<file path="src/rtl/accel_mem_responder.sv">
// Memory-side responder for the accelerator burst interface: serves read and write bursts from
// one single-port synchronous SRAM, with a 2-entry read return buffer and one status per write.
module accel_mem_responder #(
   parameter int unsigned AWIDTH     = 32,
   parameter int unsigned DWIDTH     = 32,
   parameter int unsigned MEM_AWIDTH = 12
) (
   input  logic                  clk_i,
   input  logic                  rst_ni,
   input  logic [AWIDTH-1:0]     req_read_addr_i,
   input  logic                  req_read_addr_valid_i,
   output logic                  req_read_addr_ready_o,
   input  logic [31:0]           req_read_len_i,
   output logic [DWIDTH-1:0]     resp_read_data_o,
   output logic                  resp_read_data_valid_o,
   input  logic                  resp_read_data_ready_i,
   input  logic [AWIDTH-1:0]     req_write_addr_i,
   input  logic                  req_write_addr_valid_i,
   output logic                  req_write_addr_ready_o,
   input  logic [31:0]           req_write_len_i,
   input  logic [DWIDTH-1:0]     req_write_data_i,
   input  logic                  req_write_data_valid_i,
   output logic                  req_write_data_ready_o,
   output logic                  resp_write_status_o,
   output logic                  resp_write_status_valid_o,
   input  logic                  resp_write_status_ready_i,
   output logic [MEM_AWIDTH-1:0] mem_addr_o,
   output logic                  mem_en_o,
   output logic                  mem_we_o,
   output logic [DWIDTH-1:0]     mem_wdata_o,
   input  logic [DWIDTH-1:0]     mem_rdata_i
);

   typedef enum logic [1:0] {StIdle, StRdBurst, StWrData, StWrResp} state_e;

   state_e            state_q;
   logic              live_q;
   logic              wr_next_q;
   logic [AWIDTH-1:0] addr_q;
   logic [31:0]       len_q;
   logic [31:0]       issued_q;
   logic [31:0]       beats_q;
   logic [DWIDTH-1:0] buf_q [2];
   logic              rptr_q;
   logic              wptr_q;
   logic [1:0]        occ_q;
   logic              infl_q;
   logic              infl_oor_q;
   logic              err_q;

   logic       oor;
   logic       rd_grant;
   logic       wr_grant;
   logic       pop;
   logic       issue;
   logic       wr_beat;
   logic [1:0] occ_after_pop;

   assign oor = |addr_q[AWIDTH-1:MEM_AWIDTH];

   // live_q keeps every ready low while reset is held and for the first cycle after release.
   assign req_read_addr_ready_o  = live_q && (state_q == StIdle) &&
                                   (!req_write_addr_valid_i || !wr_next_q);
   assign req_write_addr_ready_o = live_q && (state_q == StIdle) &&
                                   (!req_read_addr_valid_i || wr_next_q);
   assign rd_grant = req_read_addr_ready_o && req_read_addr_valid_i;
   assign wr_grant = req_write_addr_ready_o && req_write_addr_valid_i;

   assign resp_read_data_valid_o = (occ_q != 2'd0);
   assign resp_read_data_o       = buf_q[rptr_q];
   assign pop                    = resp_read_data_valid_o && resp_read_data_ready_i;

   // A beat leaving this cycle frees its slot, which keeps ready-high bursts at one beat/cycle.
   assign occ_after_pop = occ_q - {1'b0, pop};
   assign issue = (state_q == StRdBurst) && (issued_q != len_q) &&
                  ((occ_after_pop + {1'b0, infl_q}) < 2'd2);

   assign req_write_data_ready_o = (state_q == StWrData);
   assign wr_beat                = req_write_data_ready_o && req_write_data_valid_i;

   assign resp_write_status_valid_o = (state_q == StWrResp);
   assign resp_write_status_o       = (state_q == StWrResp) && !err_q;

   assign mem_en_o    = (issue || wr_beat) && !oor;
   assign mem_we_o    = wr_beat && !oor;
   assign mem_addr_o  = addr_q[MEM_AWIDTH-1:0];
   assign mem_wdata_o = wr_beat ? req_write_data_i : '0;

   always_ff @(posedge clk_i or negedge rst_ni) begin
      if (!rst_ni) begin
         state_q    <= StIdle;
         live_q     <= 1'b0;
         wr_next_q  <= 1'b0;
         addr_q     <= '0;
         len_q      <= '0;
         issued_q   <= '0;
         beats_q    <= '0;
         buf_q[0]   <= '0;
         buf_q[1]   <= '0;
         rptr_q     <= 1'b0;
         wptr_q     <= 1'b0;
         occ_q      <= '0;
         infl_q     <= 1'b0;
         infl_oor_q <= 1'b0;
         err_q      <= 1'b0;
      end else begin
         live_q <= 1'b1;
         // SRAM data is valid the cycle after issue; out-of-range beats return zero.
         if (infl_q) begin
            buf_q[wptr_q] <= infl_oor_q ? '0 : mem_rdata_i;
            wptr_q        <= ~wptr_q;
         end
         if (pop) begin
            rptr_q <= ~rptr_q;
         end
         occ_q      <= occ_q + {1'b0, infl_q} - {1'b0, pop};
         infl_q     <= issue;
         infl_oor_q <= issue && oor;

         case (state_q)
            StIdle: begin
               if (rd_grant) begin
                  wr_next_q <= 1'b1;
                  addr_q    <= req_read_addr_i;
                  len_q     <= req_read_len_i;
                  issued_q  <= '0;
                  beats_q   <= '0;
                  if (req_read_len_i != 32'd0) begin
                     state_q <= StRdBurst;
                  end
               end else if (wr_grant) begin
                  wr_next_q <= 1'b0;
                  addr_q    <= req_write_addr_i;
                  len_q     <= req_write_len_i;
                  beats_q   <= '0;
                  err_q     <= 1'b0;
                  state_q   <= (req_write_len_i == 32'd0) ? StWrResp : StWrData;
               end
            end
            StRdBurst: begin
               if (issue) begin
                  addr_q   <= addr_q + AWIDTH'(1);
                  issued_q <= issued_q + 32'd1;
               end
               if (pop) begin
                  beats_q <= beats_q + 32'd1;
                  if (beats_q == len_q - 32'd1) begin
                     state_q <= StIdle;
                  end
               end
            end
            StWrData: begin
               if (wr_beat) begin
                  addr_q  <= addr_q + AWIDTH'(1);
                  beats_q <= beats_q + 32'd1;
                  if (oor) begin
                     err_q <= 1'b1;
                  end
                  if (beats_q == len_q - 32'd1) begin
                     state_q <= StWrResp;
                  end
               end
            end
            StWrResp: begin
               if (resp_write_status_ready_i) begin
                  err_q   <= 1'b0;
                  state_q <= StIdle;
               end
            end
            default: state_q <= StIdle;
         endcase
      end
   end

endmodule

</file>
<file path="config.mk">
export PLATFORM = sky130hd
export DESIGN_NAME = accel_mem_responder
export DESIGN_NICKNAME = d
export VERILOG_FILES = /design/src/rtl/accel_mem_responder.sv
export SDC_FILE = /design/constraint.sdc
export NUM_CORES = 1
export LEC_CHECK = 0
export CORE_MARGIN = 3
export CORE_UTILIZATION = 51
export CTS_BUF_LIST = sky130_fd_sc_hd__clkbuf_4 sky130_fd_sc_hd__clkbuf_8 sky130_fd_sc_hd__clkbuf_16
export CTS_CLUSTER_DIAMETER = 60
export CTS_CLUSTER_SIZE = 14
export DETAILED_ROUTE_END_ITERATION = 7
export PLACE_DENSITY = 0.79
export RECOVER_POWER = 100
export SYNTH_ARGS = -nofsm -noshare
export SYNTH_HDL_FRONTEND = slang
export SYNTH_SLANG_ARGS = --single-unit
export TNS_END_PERCENT = 10
</file>
<file path="constraint.sdc">
create_clock -name clk_i -period 3.7 [get_ports clk_i]
set_input_delay 1.11 -clock clk_i [delete_from_list [all_inputs] [get_ports clk_i]]
set_output_delay 1.11 -clock clk_i [all_outputs]
set_load 0.02 [all_outputs]
</file>
==> key figures, run 1 <==
Clocking
  – Num CTS Buffers: 20
  – Clock tree from TritonCTS: built
  – Sink Count: between 200 and 250
  – Reg clk slew, reported paths: approximately 0.060 ns
  – Clk buf depth: 3
  – H-tree levels: 1
  – Root Buffer: clkbuf_16
  – Clk Latency, worst-skew pair: roughly 0.5 ns

GRT
  – Initial antenna violation count: 0
  – Overall routing resource usage: about 28%
  – Largest net degree at the start of global routing: around 100
  – Global-route wire length before repair: approximately 59000 um
  – Vias in the first global route: 11350
  – Total gr overflow: 0

Yosys
  – Syn Nets: between 1500 and 2000
  – Post-synthesis xor/xnor area fraction: 8.057%
  – Largest family of logic cells by synthesized area: simple AND/OR/NAND/NOR gates
  – Cells after Synth: 1398
  – #FFs+latches synth: 203
  – Mux contribution to synthesized area: under 10%
  – Post-synthesis sequential area ratio: 41.36%
  – Mapped Area: ~0.012 mm^2
  – EDFF count, synth: 0
  – Syn_area_per_cell: between 8 and 9 um^2
  – Async S/R FF share, synth: 100.0%
  – Post-Synth Simple-Gate Area: about 22%
  – Primary FF master, synth: dfrtp_1
  – Synth cell types: 64
  – Complex-gate fraction of the synthesized area: between 10% and 20%
  – Synth Area in Adders: a little over 1%
  – Ys Warns: 0

Die
  – Core ar.: between 0.02 and 0.025 mm^2
  – Row Count: between 50 and 60
  – Die height: 161.2 um
  – Die area: approximately 0.026 mm^2
  – Die width: about 160 um
  – Initial Util: 52.17%
  – I/O pin cnt: ~280

Timing
  – Final setup fails: 2
  – Worst Skew: about 0.012 ns
  – Fin crit share: 103.3%
  – Worst-Margin Slew: between 1.5 and 2 ns
  – Final hold vios: 0
  – Setup TNS: -0.1331 ns
  – F_max: around 0.26 GHz
  – Fin worst setup slack: -0.1237 ns
  – Relative slew slack: -5.065%
  – Max-slew violation count: 60
  – Hold WS: ~0.47 ns
  – Fin crit period: 3.824 ns
  – RSZ-0062 raised after global routing: true

Power
  – Worst VDD drop: about 0.36 mV
  – Pleak: between 7 and 8 nW
  – Pwr/cell area: around 610 mW/mm^2

Placed design
  – GPL Wtd Cong: between 0.9 and 1
  – Number of I/O port buffers: around 280
  – Post-DP HPWL: 27300 um
  – DP Area: 0.01553 mm^2

Worst setup path
  – FF-to-FF Start: len_q[0]
  – Worst Path Arrival: 2.71 ns
  – WP buf/inv: 4
  – CP delay by family, top: adder cells
  – Stages on the worst setup path: 12
  – Slowest-stage cell, CP: ha_4
  – Required time worst endpoint: roughly 2.6 ns
  – Worst R2R Path Depth: 11
  – Worst Setup EP: mem_en_o
  – Worst setup path category: input pin to output pin
  – Critical path fanouts, max: 2
  – Crit path launch: resp_read_data_ready_i
  – Setup crit end kind: output pin
  – Largest stage delay, worst path: approximately 0.27 ns
  – Worst R2R Setup Slack: around 0.37 ns
  – Worst Setup Start Kind: input pin
  – RR Endpoint: state_q[1]
  – Crit-path cells: buf_6 -> o21ai_4 -> inv_2 -> ha_4 -> inv_2 -> ha_4 -> xnor2_4 -> xnor2_2 -> a21oi_2 -> nand2_2 -> a21oi_4 -> buf_6

Detailed routing
  – DRT Pass-1 Iters: 7
  – Vias per std cell: between 5 and 6
  – DR iter-0 viols: approximately 920
  – Final WL: roughly 37000 um
  – DRT antenna net count: 0
  – DR vias: between 10000 and 15000
  – Routed wire length per instance: roughly 19 um
  – Residual DRC: 0

Finish
  – Core Util, Final: between 60 and 70%
  – Design area: about 0.016 mm^2
  – Nets: around 1900
  – Fraction of layout cells with a size suffix above 1: roughly a tenth
  – Antenna fix cells: 0
  – Area Overhead vs Synth: 33.06%

Hold path
  – Worst hold path depth: 2
  – Hold Crit Class: flop to flop

Outcome
  – Outcome: finished with violations
  – Failing checks: capacitance limit, slew limit, setup timing

Job
  – Max-Cap Viols: 1
-- what timing repair did --
item                                    CTS  global route
endpoints found under the setup margin    3            36
pin swaps                                 4             4
hold endpoints to repair                  0             0
setup buffers                             8             0
resized for setup                        17            37
hold buffers                              0             0
-- how the worst min path moves through the flow --
stage                    from         to  slack, ns
floorplan            buf_q[0]   buf_q[0]       0.44
global placement     buf_q[3]   buf_q[3]       0.46
detailed placement   buf_q[9]   buf_q[9]       0.47
CTS                 buf_q[51]  buf_q[51]       0.48
global route        buf_q[14]  buf_q[14]       0.50
finish              buf_q[14]  buf_q[14]       0.47
-- where the power goes --
group          internal (mW)  switching [mW]  total (mW)
clock network           1.13           0.859        1.98
logic                   2.15            2.44        4.59
registers               2.77           0.547        3.32
-- cell usage after synthesis, types with 2 or more instances --
cell type    n  area [um^2]
dfrtp_1    203         5080
nand2_1    148        555.5
o21ai_0    128        640.6
nor2_1     119        446.7
clkbuf_1    83        311.6
a21oi_1     80        400.4
xnor2_1     72        630.6
mux2i_1     58        580.6
and3_1      56        350.3
nand3_1     56        280.3
mux2_2      46        518.0
xor2_1      41        359.1
nand2b_1    36        225.2
nor4_1      33        206.5
nand4_1     27        168.9
nor3_1      25        125.1
inv_1       20        75.07
a221oi_1    19        166.4
or3_1       15        93.84
buf_4       12        90.09
ha_1        10        125.1
and2_1       9        56.30
a22o_1       7        61.31
buf_1        7        26.28
o31ai_1      7        52.55
a21o_1       6        45.04
a31oi_1      5        31.28
and4_1       5        43.79
nor2b_1      5        31.28
o22ai_1      5        31.28
a31o_2       4        35.03
nand3b_1     4        30.03
buf_2        3        15.01
o41ai_1      3        26.28
a21boi_0     2        15.01
a221o_1      2        20.02
a22oi_1      2        15.01
buf_6        2        22.52
nand4b_1     2        17.52
nor3b_1      2        15.01
o211a_1      2        20.02
o211ai_1     2        15.01
o31ai_2      2        25.02
or2_2        2        12.51
or4_4        2        22.52
-- sequential cells by signal, summed over array words and instances (netlist names) --
name,cells
buf_q,64
addr_q,32
beats_q,32
issued_q,32
len_q,32
occ_q,2
state_q,2
err_q,1
infl_oor_q,1
infl_q,1
live_q,1
rptr_q,1
wptr_q,1
wr_next_q,1
-- logic make-up after synthesis --
group / Yosys count
other: 1
AOI/OAI and AO/OA: 286
muxes: 104
buffers and inverters: 128
adders and majority gates: 10
DFF: 203
and+or+nand+nor: 553
xor gates and xnor gates: 113
-- stage by stage --
step                total power [mW]  setup WS, ns  instances
floorplan                      5.902       0.03533       1398
global placement               7.541       -0.4744       1943
detailed placement             7.711       -0.5959       1943
CTS                            9.872       -0.1093       1980
global route                   10.50       -0.1856       1980
finish                         9.894       -0.1237       1980
-- tightest hold or removal path, cell delays in order (launching register included) --
cell     delay (ns)
dfrtp_1        0.34
nand2_1        0.04
o21ai_0        0.06
-- layer usage --
| metal | wire length (um) | part of all wire, % | up-vias | global-route usage [%] |
|---|---|---|---|---|
| met1 | 15690 | 42 | 5576 | 37.89 |
| li1 | - | - | 5450 | - |
| met5 | 0 | 0 | - | 0 |
| met2 | 17790 | 48 | 436 | 45.47 |
| met3 | 2492 | 6.7 | 90 | 4.847 |
| met4 | 1182 | 3.2 | 0 | 8.056 |
-- cells in the final DEF, fill, tap and decap left out, types with 4 or more instances in the layout --
cell,Yosys,layout
nand3_1,56,56
and3_1,56,56
a22o_1,7,7
buf_4,12,53
inv_1,20,18
nor2_1,119,119
and4_1,5,5
nor3_1,25,23
o21ai_0,128,127
a21oi_1,80,78
nor2b_1,5,5
o22ai_1,5,5
nor4_1,33,32
or3_1,15,15
buf_12,0,5
clkdlybuf4s50_1,0,246
a21o_1,6,6
and2_1,9,9
a31oi_1,5,5
xnor2_1,72,70
dlymetal6s2s_1,0,31
a221oi_1,19,19
nand3b_1,4,4
o31ai_1,7,7
ha_1,10,7
mux2_2,46,46
dfrtp_1,203,203
mux2i_1,58,58
clkbuf_16,0,21
nand2b_1,36,35
nand4_1,27,27
xor2_1,41,41
a31o_2,4,4
nand2_1,148,145
-- final cells by class --
cell class                      instances  area, um^2
Fill cell                            1823        7199
Multi-Input combinational cell       1067        6775
Sequential cell                       203        5080
Timing Repair Buffer                  341        3398
Clock buffer                           24       548.0
Tap cell                              319       399.1
Inverter                               21       78.83
Clock inverter                          5       63.81
(Power assumes the default switching activity.)
==> inputs of run 2 (changes only) <==
--- a/config.mk
+++ b/config.mk
@@ -16,4 +16,3 @@
 export SYNTH_ARGS = -nofsm -noshare
 export SYNTH_HDL_FRONTEND = slang
 export SYNTH_SLANG_ARGS = --single-unit
-export TNS_END_PERCENT = 10
==> results of run 2 <==
Same layout as run 1: the final DEF is identical, and so are final timing and power.
==> inputs of run 3 (changes only) <==
--- a/config.mk
+++ b/config.mk
@@ -11,6 +11,7 @@
 export CTS_CLUSTER_DIAMETER = 60
 export CTS_CLUSTER_SIZE = 14
 export DETAILED_ROUTE_END_ITERATION = 7
+export MAX_ROUTING_LAYER = met4
 export PLACE_DENSITY = 0.79
 export RECOVER_POWER = 100
 export SYNTH_ARGS = -nofsm -noshare
==> key figures, run 3 (synthesized netlist as in run 1, its figures left out) <==
Detailed routing
  – Routed wire length per instance: 18.60 um (-0.87%)
  – Met3 wire length: 2273 um (-8.8%)
  – Met1 wire length: 15970 um (+1.8%)
  – DRT antenna net count: 0 (unchanged)
  – Met2 wire length: 17470 um (-1.8%)
  – DR iter-0 viols: 1043 (+13%)
  – DR vias: 11410 (-1.2%)
  – DRT Pass-1 Iters: 5 (-2)
  – Top sig layer: met4
  – Final WL: 36610 um (-1.5%)
  – Vias per std cell: 5.799 (-0.61%)
  – Residual DRC: 0 (unchanged)

Clocking
  – Clk buf depth: 3 (unchanged)
  – Post-CTS setup buffer count: 0 (-8)
  – Clock tree from TritonCTS: built
  – H-tree levels: 1 (unchanged)
  – Hold-fix buffers at CTS: 0 (unchanged)
  – Sink Count: 203 (unchanged)
  – Clk Latency, worst-skew pair: 0.50 ns (about the same)
  – Num CTS Buffers: 19 (-5.0%)
  – Reg clk slew, reported paths: 0.06 ns (about the same)
  – Root Buffer: clkbuf_16

Power
  – Final Power: 9.716 mW (-1.8%)
  – Worst VDD drop: 0.3984 mV (+12%)
  – Pwr/cell area: 599.0 mW/mm^2 (-1.1%)
  – Pleak: 7.693 nW (-0.78%)

Timing
  – Fin crit share: 102.1% (-1.2 points)
  – Final setup fails: 1 (-1)
  – Final hold vios: 0 (unchanged)
  – RSZ-0062 raised after global routing: true
  – Relative slew slack: -29.89% (-25 points)
  – Max-slew violation count: 76 (+27%)
  – Fin worst setup slack: -0.07882 ns (+0.04490 ns)
  – Worst-Margin Slew: 1.948 ns (+0.3723 ns)
  – Worst Skew: 0.01556 ns (+0.003949 ns)
  – Fin crit period: 3.779 ns (-0.04490 ns)
  – F_max: 0.2646 GHz (+1.2%)

Finish
  – Number of flip-flops in the largest register: 64 (unchanged)
  – Area Overhead vs Synth: 32.06%
  – Reg with most FFs: buf_q
  – Commonest non-fill, non-tap cells in the layout: 246 x clkdlybuf4s50_1, 203 x dfrtp_1, 145 x nand2_1, 127 x o21ai_0, 119 x nor2_1
  – Final Instance Count excl. Fillers: 1968 (-0.61%)
  – Nets: 1853 (-0.54%)
  – Area of the multi-input gates: 0.006746 mm^2 (-0.42%)
  – Filler cell count: 1827 (+0.22%)
  – Fraction of layout cells with a size suffix above 1: 9.223% (-1.0 points)
  – Most common cell after layout, fill and taps aside: clkdlybuf4s50_1
  – Register area: 0.005080 mm^2 (unchanged)

Worst setup path
  – Slowest-stage cell, CP: ha_1
  – Worst Path Arrival: 2.67 ns (-0.04 ns)
  – Setup crit end kind: output pin
  – Most frequent CP cell: buf_6
  – Crit-path cells: buf_6 -> o21ai_4 -> inv_1 -> ha_1 -> inv_2 -> ha_4 -> xnor2_4 -> xnor2_2 -> a21oi_2 -> nand2_2 -> a21oi_4 -> buf_6
  – Worst setup path category: input pin to output pin
  – Largest stage delay, worst path: 0.28 ns (about the same)
  – Worst Setup Start Kind: input pin
  – Required time worst endpoint: 2.59 ns (about the same)
  – Critical path fanouts, max: 2 (unchanged)

Placed design
  – GPL Wtd Cong: 0.9485 (+1.4%)
  – Post-DP HPWL: 26940 um (-1.3%)
  – Number of I/O port buffers: 282 (unchanged)
  – Placed Instances: 1942 (-0.051%)

Outcome
  – Failing checks: capacitance limit, slew limit, setup timing
  – Outcome: finished with violations

Die
  – Die area: 0.02598 mm^2 (unchanged)
  – Initial Util: 52.17% (unchanged)
  – Row Count: 56 (unchanged)
  – I/O pin cnt: 283 (unchanged)
  – Die height: 161.2 um (unchanged)
  – Die width: 161.2 um (unchanged)
  – Core ar.: 0.02354 mm^2 (unchanged)

GRT
  – Initial antenna violation count: 1 (+1)
  – Largest net degree at the start of global routing: 102 (unchanged)
  – Total gr overflow: 0 (unchanged)
  – Global-route wire length before repair: 57750 um (-2.8%)
  – Vias in the first global route: 10970 (-3.3%)
  – Overall routing resource usage: 27.74% (+0.056 points)

Hold path
  – Hold Crit Class: flop to flop

Job
  – Max-Cap Viols: 1 (unchanged)
-- run 3: cell types whose count changed in the layout (fill, tap and decap cells not counted), sizes merged --
cell | before | now
buf | 61 | 52
diode | 0 | 1
bufinv | 1 | 2
clkbuf | 25 | 21
inv | 23 | 22
-- run 3: final timing paths --
kind                                to  cells after the start  slack (ns)              startpoint
setup / recovery              mem_en_o                     12       -0.08  resp_read_data_ready_i
hold / removal               buf_q[45]                      2        0.48               buf_q[45]
setup reg to reg            state_q[0]                     12        0.42                len_q[0]
hold reg to reg              buf_q[45]                      2        0.48               buf_q[45]
max in group asynchronous  beats_q[11]                      2        1.31                  rst_ni
min in group asynchronous     buf_q[8]                      1        1.16                  rst_ni
-- run 3: power by group --
group | switching, mW | internal [mW]
clock | 0.829 | 1.08
combinational | 2.39 | 2.11
sequential | 0.538 | 2.77
total | 3.76 | 5.96
-- run 3: critical path, delay by kind of cell --
family,cells,cell delay [ns]
xor+xnor,2,0.29
compound gates,3,0.37
simple gates,1,0.11
buf+inv,4,0.34
fa+ha+maj,2,0.45
-- run 3: stage by stage --
step                      setup WS (ns)  hold slack (ns)   TNS, ns  instance area, um^2  utilization, %
after floorplan                 0.03533           0.4444         0                12300               -
after global placement          -0.4786           0.4558    -5.268                15530           65.95
after detailed placement        -0.5487           0.4655    -10.51                15530           65.95
after CTS                      -0.07162           0.4800  -0.07162                16130           68.51
after global routing            -0.1495           0.4950   -0.1495                16220           68.90
final                          -0.07882           0.4773  -0.07882                16220           68.90
-- run 3: timing repair --
action,4_1_cts,5_1_grt
gates resized for setup,15,34
hold endpoints to repair,0,0
gates cloned,0,0
setup endpoints to repair,3,32
pin swaps,4,4
-- run 3: layout make-up --
cell class                      count  area share [%]
Timing Repair Buffer              332           20.63
Tap cell                          319           2.461
Multi-Input combinational cell   1067           41.59
Clock inverter                      5          0.5245
Clock buffer                       20           2.977
Antenna cell                        1         0.01543
Inverter                           21          0.4860
Sequential cell                   203           31.32
-- run 3: metal layers --
metal  GRT usage (%)  vias up
li1                -     5420
met1           37.72     5519
met2           44.05      412
met3           4.181       61
met4           7.079        0
met5               -        -
